===== src/rtl/ps2_host_tx_if.sv =====
// Command-side bus of the PS/2 host transmitter: byte handshake plus status pulses.
// The client drives the master side; ps2_host_tx sits on the slave side.
interface ps2_host_tx_if;
    logic       tx_valid;
    logic [7:0] tx_data;
    logic       tx_ready;
    logic       busy;
    logic       tx_done;
    logic       tx_ack_err;
    logic       tx_timeout;

    modport master (
        output tx_valid, tx_data,
        input  tx_ready, busy, tx_done, tx_ack_err, tx_timeout
    );

    modport slave (
        input  tx_valid, tx_data,
        output tx_ready, busy, tx_done, tx_ack_err, tx_timeout
    );
endinterface


===== src/rtl/ps2_host_tx.sv =====
// PS/2 host-to-device transmitter: inhibit, request-to-send, clock out one byte
// under device clocking, then report ACK / NACK / timeout as a single pulse.
module ps2_host_tx #(
    parameter int INHIBIT_CYCLES = 5000,
    parameter int SETUP_CYCLES   = 50,
    parameter int TIMEOUT_CYCLES = 750000
) (
    input  logic          clock,
    input  logic          resetn,
    ps2_host_tx_if.slave  bus,
    input  logic          ps2_clk_in,
    input  logic          ps2_dat_in,
    output logic          ps2_clk_oe,
    output logic          ps2_dat_oe
);

    localparam int MAX_A = (INHIBIT_CYCLES > TIMEOUT_CYCLES) ? INHIBIT_CYCLES : TIMEOUT_CYCLES;
    localparam int MAX_C = (MAX_A > SETUP_CYCLES) ? MAX_A : SETUP_CYCLES;
    localparam int CW    = $clog2(MAX_C + 1);

    localparam logic [CW-1:0] INH_LAST = CW'(INHIBIT_CYCLES - 1);
    localparam logic [CW-1:0] SU_LAST  = CW'(SETUP_CYCLES - 1);
    localparam logic [CW-1:0] TO_LAST  = CW'(TIMEOUT_CYCLES - 1);

    localparam logic [2:0] S_IDLE      = 3'd0;
    localparam logic [2:0] S_INHIBIT   = 3'd1;
    localparam logic [2:0] S_REQ       = 3'd2;
    localparam logic [2:0] S_SEND      = 3'd3;
    localparam logic [2:0] S_WAIT_IDLE = 3'd4;

    logic [2:0]    state;
    logic [CW-1:0] cnt;
    logic [3:0]    edge_n;
    logic [7:0]    data_q;
    logic          par_q;
    logic          ack_q;
    logic          clk_s1, clk_s2, clk_s3;
    logic          dat_s1, dat_s2;
    logic          ready_q, busy_q, done_q, nack_q, tmo_q;
    logic          clk_oe_q, dat_oe_q;
    logic          fall;
    logic          timeout_hit;

    assign fall        = clk_s3 & ~clk_s2;
    assign timeout_hit = ((state == S_SEND) || (state == S_WAIT_IDLE)) && (cnt == TO_LAST);

    assign bus.tx_ready   = ready_q;
    assign bus.busy       = busy_q;
    assign bus.tx_done    = done_q;
    assign bus.tx_ack_err = nack_q;
    assign bus.tx_timeout = tmo_q;
    assign ps2_clk_oe     = clk_oe_q;
    assign ps2_dat_oe     = dat_oe_q;

    always_ff @(posedge clock) begin
        if (!resetn) begin
            state    <= S_IDLE;
            cnt      <= '0;
            edge_n   <= '0;
            data_q   <= '0;
            par_q    <= 1'b0;
            ack_q    <= 1'b0;
            clk_s1   <= 1'b1;
            clk_s2   <= 1'b1;
            clk_s3   <= 1'b1;
            dat_s1   <= 1'b1;
            dat_s2   <= 1'b1;
            ready_q  <= 1'b1;
            busy_q   <= 1'b0;
            done_q   <= 1'b0;
            nack_q   <= 1'b0;
            tmo_q    <= 1'b0;
            clk_oe_q <= 1'b0;
            dat_oe_q <= 1'b0;
        end else begin
            clk_s1 <= ps2_clk_in;
            clk_s2 <= clk_s1;
            clk_s3 <= clk_s2;
            dat_s1 <= ps2_dat_in;
            dat_s2 <= dat_s1;
            done_q <= 1'b0;
            nack_q <= 1'b0;
            tmo_q  <= 1'b0;

            case (state)
                S_IDLE: begin
                    // One idle cycle with ready low after every transfer, then accept.
                    if (!ready_q) begin
                        ready_q <= 1'b1;
                    end else if (bus.tx_valid) begin
                        data_q   <= bus.tx_data;
                        par_q    <= ~^bus.tx_data;
                        ready_q  <= 1'b0;
                        busy_q   <= 1'b1;
                        clk_oe_q <= 1'b1;
                        dat_oe_q <= 1'b0;
                        cnt      <= '0;
                        edge_n   <= '0;
                        state    <= S_INHIBIT;
                    end
                end

                S_INHIBIT: begin
                    if (cnt == INH_LAST) begin
                        cnt      <= '0;
                        dat_oe_q <= 1'b1;
                        state    <= S_REQ;
                    end else begin
                        cnt <= cnt + 1'b1;
                    end
                end

                S_REQ: begin
                    if (cnt == SU_LAST) begin
                        cnt      <= '0;
                        clk_oe_q <= 1'b0;
                        state    <= S_SEND;
                    end else begin
                        cnt <= cnt + 1'b1;
                    end
                end

                S_SEND: begin
                    if (timeout_hit) begin
                        clk_oe_q <= 1'b0;
                        dat_oe_q <= 1'b0;
                        tmo_q    <= 1'b1;
                        busy_q   <= 1'b0;
                        cnt      <= '0;
                        state    <= S_IDLE;
                    end else begin
                        // Not cleared on entering WAIT_IDLE: the timeout spans both states.
                        cnt <= cnt + 1'b1;
                        if (fall) begin
                            edge_n <= (edge_n == 4'd11) ? 4'd11 : edge_n + 4'd1;
                            case (edge_n)
                                4'd0, 4'd1, 4'd2, 4'd3,
                                4'd4, 4'd5, 4'd6, 4'd7: dat_oe_q <= ~data_q[edge_n[2:0]];
                                4'd8:  dat_oe_q <= ~par_q;
                                4'd9:  dat_oe_q <= 1'b0;
                                4'd10: begin
                                    ack_q <= ~dat_s2;
                                    state <= S_WAIT_IDLE;
                                end
                                default: ;
                            endcase
                        end
                    end
                end

                S_WAIT_IDLE: begin
                    if (timeout_hit) begin
                        clk_oe_q <= 1'b0;
                        dat_oe_q <= 1'b0;
                        tmo_q    <= 1'b1;
                        busy_q   <= 1'b0;
                        cnt      <= '0;
                        state    <= S_IDLE;
                    end else if (clk_s2 && dat_s2) begin
                        done_q <= ack_q;
                        nack_q <= ~ack_q;
                        busy_q <= 1'b0;
                        cnt    <= '0;
                        state  <= S_IDLE;
                    end else begin
                        cnt <= cnt + 1'b1;
                    end
                end

                default: begin
                    clk_oe_q <= 1'b0;
                    dat_oe_q <= 1'b0;
                    busy_q   <= 1'b0;
                    cnt      <= '0;
                    state    <= S_IDLE;
                end
            endcase
        end
    end

endmodule

===== src/flat_wrapper.sv =====
// flat-port wrapper written by rule: the top's interface ports become plain ports
module ps2_host_tx_flat 
#(
    parameter int INHIBIT_CYCLES = 5000,
    parameter int SETUP_CYCLES   = 50,
    parameter int TIMEOUT_CYCLES = 750000
)
  (clock, resetn, ps2_clk_in, ps2_dat_in, ps2_clk_oe, ps2_dat_oe, bus_tx_valid, bus_tx_data, bus_tx_ready, bus_busy, bus_tx_done, bus_tx_ack_err, bus_tx_timeout);
  ps2_host_tx_if bus_i ();
  input  logic clock;
  input  logic resetn;
  input  logic ps2_clk_in;
  input  logic ps2_dat_in;
  output logic ps2_clk_oe;
  output logic ps2_dat_oe;
  input wire logic [$bits(bus_i.tx_valid)-1:0] bus_tx_valid;
  input wire logic [$bits(bus_i.tx_data)-1:0] bus_tx_data;
  output wire logic [$bits(bus_i.tx_ready)-1:0] bus_tx_ready;
  output wire logic [$bits(bus_i.busy)-1:0] bus_busy;
  output wire logic [$bits(bus_i.tx_done)-1:0] bus_tx_done;
  output wire logic [$bits(bus_i.tx_ack_err)-1:0] bus_tx_ack_err;
  output wire logic [$bits(bus_i.tx_timeout)-1:0] bus_tx_timeout;
  assign bus_i.tx_valid = bus_tx_valid;
  assign bus_i.tx_data = bus_tx_data;
  assign bus_tx_ready = bus_i.tx_ready;
  assign bus_busy = bus_i.busy;
  assign bus_tx_done = bus_i.tx_done;
  assign bus_tx_ack_err = bus_i.tx_ack_err;
  assign bus_tx_timeout = bus_i.tx_timeout;
  ps2_host_tx #(.INHIBIT_CYCLES(INHIBIT_CYCLES), .SETUP_CYCLES(SETUP_CYCLES), .TIMEOUT_CYCLES(TIMEOUT_CYCLES)) u_core (.clock(clock), .resetn(resetn), .bus(bus_i), .ps2_clk_in(ps2_clk_in), .ps2_dat_in(ps2_dat_in), .ps2_clk_oe(ps2_clk_oe), .ps2_dat_oe(ps2_dat_oe));
endmodule

===== config.mk =====
export PLATFORM = sky130hd
export DESIGN_NAME = ps2_host_tx_flat
export DESIGN_NICKNAME = d
export VERILOG_FILES = /design/src/rtl/ps2_host_tx_if.sv /design/src/rtl/ps2_host_tx.sv /design/src/flat_wrapper.sv
export SDC_FILE = /design/constraint.sdc
export NUM_CORES = 1
export LEC_CHECK = 0
export CORE_MARGIN = 3
export CORE_UTILIZATION = 47
export DETAILED_ROUTE_END_ITERATION = 12
export GPL_TIMING_DRIVEN = 0
export PLACE_DENSITY = 0.63
export SYNTH_ARGS = -nofsm -noshare
export SYNTH_HDL_FRONTEND = slang
export SYNTH_SLANG_ARGS = --single-unit

===== constraint.sdc =====
create_clock -name clock -period 2.3 [get_ports clock]
set_clock_uncertainty 0.15 [all_clocks]
set_input_delay 0.345 -clock clock [delete_from_list [all_inputs] [get_ports clock]]
set_output_delay 0.345 -clock clock [all_outputs]
set_load 0.02 [all_outputs]

==> out/results.txt, run 1 <==
outcome -> finished, final reports clean
# diodes -> 0
Critical Path AT -> 2.26 ns
Post-Synth Adder-Cell Area -> 2.97%
CP bufs+invs -> 2
Worst-Skew Late Latency -> 0.31 ns
met3 WL -> 264 um
CP top delay family -> compound AO/OA/AOI/OAI gates
mapped cell area -> 0.00253 mm^2
initial drt markers -> 157
max incr delay on CP -> 0.63 ns
routed via count divided by cell count -> 5.64
worst-case clock buffer depth -> 2
Rows -> 26
power density over the cells -> 1030 mW/mm^2
Layout area overhead -> 21.0%
IO Count -> 20
Pwr Total -> 3.15 mW
final net count -> 355
core area -> 0.00517 mm^2
final core occ -> 59.2%
xor/xnor cell area share of the yosys netlist -> 6.57%
number of CTS-inserted buffers -> 5
P_leak -> 1.08 nW
total grt overflow -> 0
filler cell count -> 471
sequential fraction of the synthesis area -> 38.8%
CTS clk-pin slew, worst paths -> 0.09 ns
metal1 wirelength -> 3.08 mm
GR Util All Layers -> 21.2%
hold crit path type -> reg2reg
CTS H-tree lvls -> 2
starting density of the core -> 48.9%
Worst path slowest cell -> a2111o_1
Fin. Hold Viols -> 0
Ys Warns -> 0
max_slew headroom -> 60.0%
fmax -> 0.458 GHz
pin count of the biggest net entering global routing -> 16
layout cell share with drive strength beyond 1 -> 13.1%
Final Wtd Congestion -> 0.801
syn_area_per_cell -> 8.33 um^2
Synth Register Bits -> 49
CTS sink cnt -> 49
DR pass1 iterations -> 4
initial antenna violation count -> 0
minimum clock period -> 2.18 ns
peak supply drop -> 0.550 mV
worst-path maximum fanout -> 10
CTS tree -> done
Final setup viols -> 0
Root Driver -> clkbuf_8
vias in the first global route -> 2203
Final Max Tran Viols -> 0
top routing layer in use -> met4
Setup Crit Path Kind -> in2reg
number of synthesized flops with an enable pin -> 0
post-route ant nets -> 0
FFs w/ async S/R, synth -> 0%
post-synthesis mux area share -> 2.57%
Die Ht -> 79.4 um
Max Cap Viol -> 0
Avg WL per Cell -> 15.4 um
largest family of logic cells by synthesized area -> simple AND/OR/NAND/NOR gates
CP Data Required Time -> 2.37 ns
Die Width -> 79.4 um
critical path, cell by cell -> clkdlybuf4s50_1, a2111o_1, nand2_1, clkbuf_2, nand2_1, a21oi_1
DRC Markers -> 0
first-pass GRT wire length -> 10.4 mm
synth unique cells -> 52
Post-Synth Simple-Gate Area -> 28.6%
ys flop type -> dfxtp_1
WL final -> 6.28 mm
PortBufs -> 19
worst-margin pin slew -> 0.601 ns
Syn Inst Count -> 304
DR vias -> 2297
Critical Path Most Common Cell -> nand2_1
CP startpoint kind -> primary input
die area -> 0.00630 mm^2
post-synthesis compound-gate area fraction -> 16.9%
CP endpoint kind -> register
DPL Wire Length -> 4.46 mm
syn nets -> 323
period utilisation layout -> 95.0%
met2 routed WL -> 2.85 mm
==> cell type report <==
class	count	area, um^2	area share (%)
clock inverter	2	37.5	1.23
clock buffer	6	82.6	2.70
multi-input combinational	233	1530	49.9
inverter	10	37.5	1.23
tap	70	87.6	2.86
sequential	49	988	32.3
buffer	11	57.6	1.88
timing repair buffer	26	243	7.93
==> report_power, final <==
group          internal, mW  switching (mW)
Clock                 0.354           0.295
Sequential            0.985           0.117
Combinational         0.600           0.801
Total                  1.94            1.21
==> layout by cell type (no fill, tap or decap), drive strengths merged, types with 3 or more instances in the layout <==
master,Yosys,routed
a21oi,18,18
inv,9,9
dfxtp,49,49
o211ai,3,3
a211oi,3,3
o31ai,3,3
clkdlybuf4s50,0,19
nor4,15,15
ha,6,6
nand2b,7,7
clkbuf,8,12
nor2,25,25
xnor2,11,11
nor3,10,10
a31oi,3,3
nand2,46,46
xor2,8,8
o22ai,3,3
nand3,13,13
nand4,8,8
a22oi,4,4
o21ai,9,9
buf,4,12
==> layer usage <==
metal,up-vias,track usage [%]
li1,1165,-
met1,1065,29.4
met2,59,32.2
met3,8,3.05
met4,0,10.5
met5,-,0
==> final timing paths <==
kind / start / end / cells past startpoint / slack [ns]
setup / recovery: bus_tx_valid / u_core.data_q[7] / 6 / 0.12
hold / removal: u_core.dat_s1 / u_core.dat_s2 / 1 / 0.27
setup reg to reg: u_core.state[1] / u_core.edge_n[2] / 5 / 0.12
hold reg to reg: u_core.dat_s1 / u_core.dat_s2 / 1 / 0.27
==> synth_stat cells (all sizes together), types with 3 or more instances <==
library cell / number / area (um^2)
a31oi: 3 / 18.8
dfxtp: 49 / 981
nand2: 46 / 173
o31ai: 3 / 22.5
xor2: 8 / 70.1
a211oi: 3 / 22.5
o211ai: 3 / 22.5
nand3: 13 / 65.1
nand2b: 7 / 43.8
nor2: 25 / 93.8
nor4: 15 / 93.8
xnor2: 11 / 96.3
buf: 4 / 26.3
inv: 9 / 33.8
nor3: 10 / 50.1
o21ai: 9 / 45.0
o22ai: 3 / 18.8
ha: 6 / 75.1
nand4: 8 / 50.1
a21oi: 18 / 90.1
a22oi: 4 / 35.0
clkbuf: 8 / 30.0
==> flip-flops by register name, summed over array words and instances, names as in the netlist, 3 cells and up <==
signal         cells
u_core.cnt        20
u_core.data_q      8
u_core.state       3
u_core.edge_n      4
==> stage by stage <==
stage               instances  instance area, um^2  TNS, ns  hold slack, ns  worst slack (ns)
finish                    407                 3060        0           0.267             0.116
global route              407                 3060  -0.0146           0.287           -0.0116
CTS                       407                 3000        0           0.272            0.0153
detailed placement        393                 2810    -7.21           0.250            -0.332
global placement          393                 2810    -7.12           0.239            -0.365
floorplan                 304                 2530        0           0.236             0.249
==> cells by family (layout without fill, tap and decap cells) <==
family,Yosys count,count (layout)
AO/OA/AOI/OAI,60,60
XOR/XNOR,19,19
adder cells (fa/ha/maj),6,6
buffers and inverters,22,55
flip-flops,49,49
multiplexers,4,4
AND/OR/NAND/NOR,144,144
==> repair_timing <==
action | in CTS | in global routing
buffers inserted | 7 | 0
hold buffers | 0 | 0
pin swaps | 2 | 0
resized for setup | 5 | 19
setup endpoints to repair | 31 | 34
No activity file was read; power rests on OpenSTA's default activity.
==> inputs of run 2 (changes only) <==
CAP_MARGIN = 20   (was not set)
HOLD_SLACK_MARGIN = 0.02   (was not set)
==> results of run 2 <==
Final layout, timing and power as in run 1 (identical DEF).
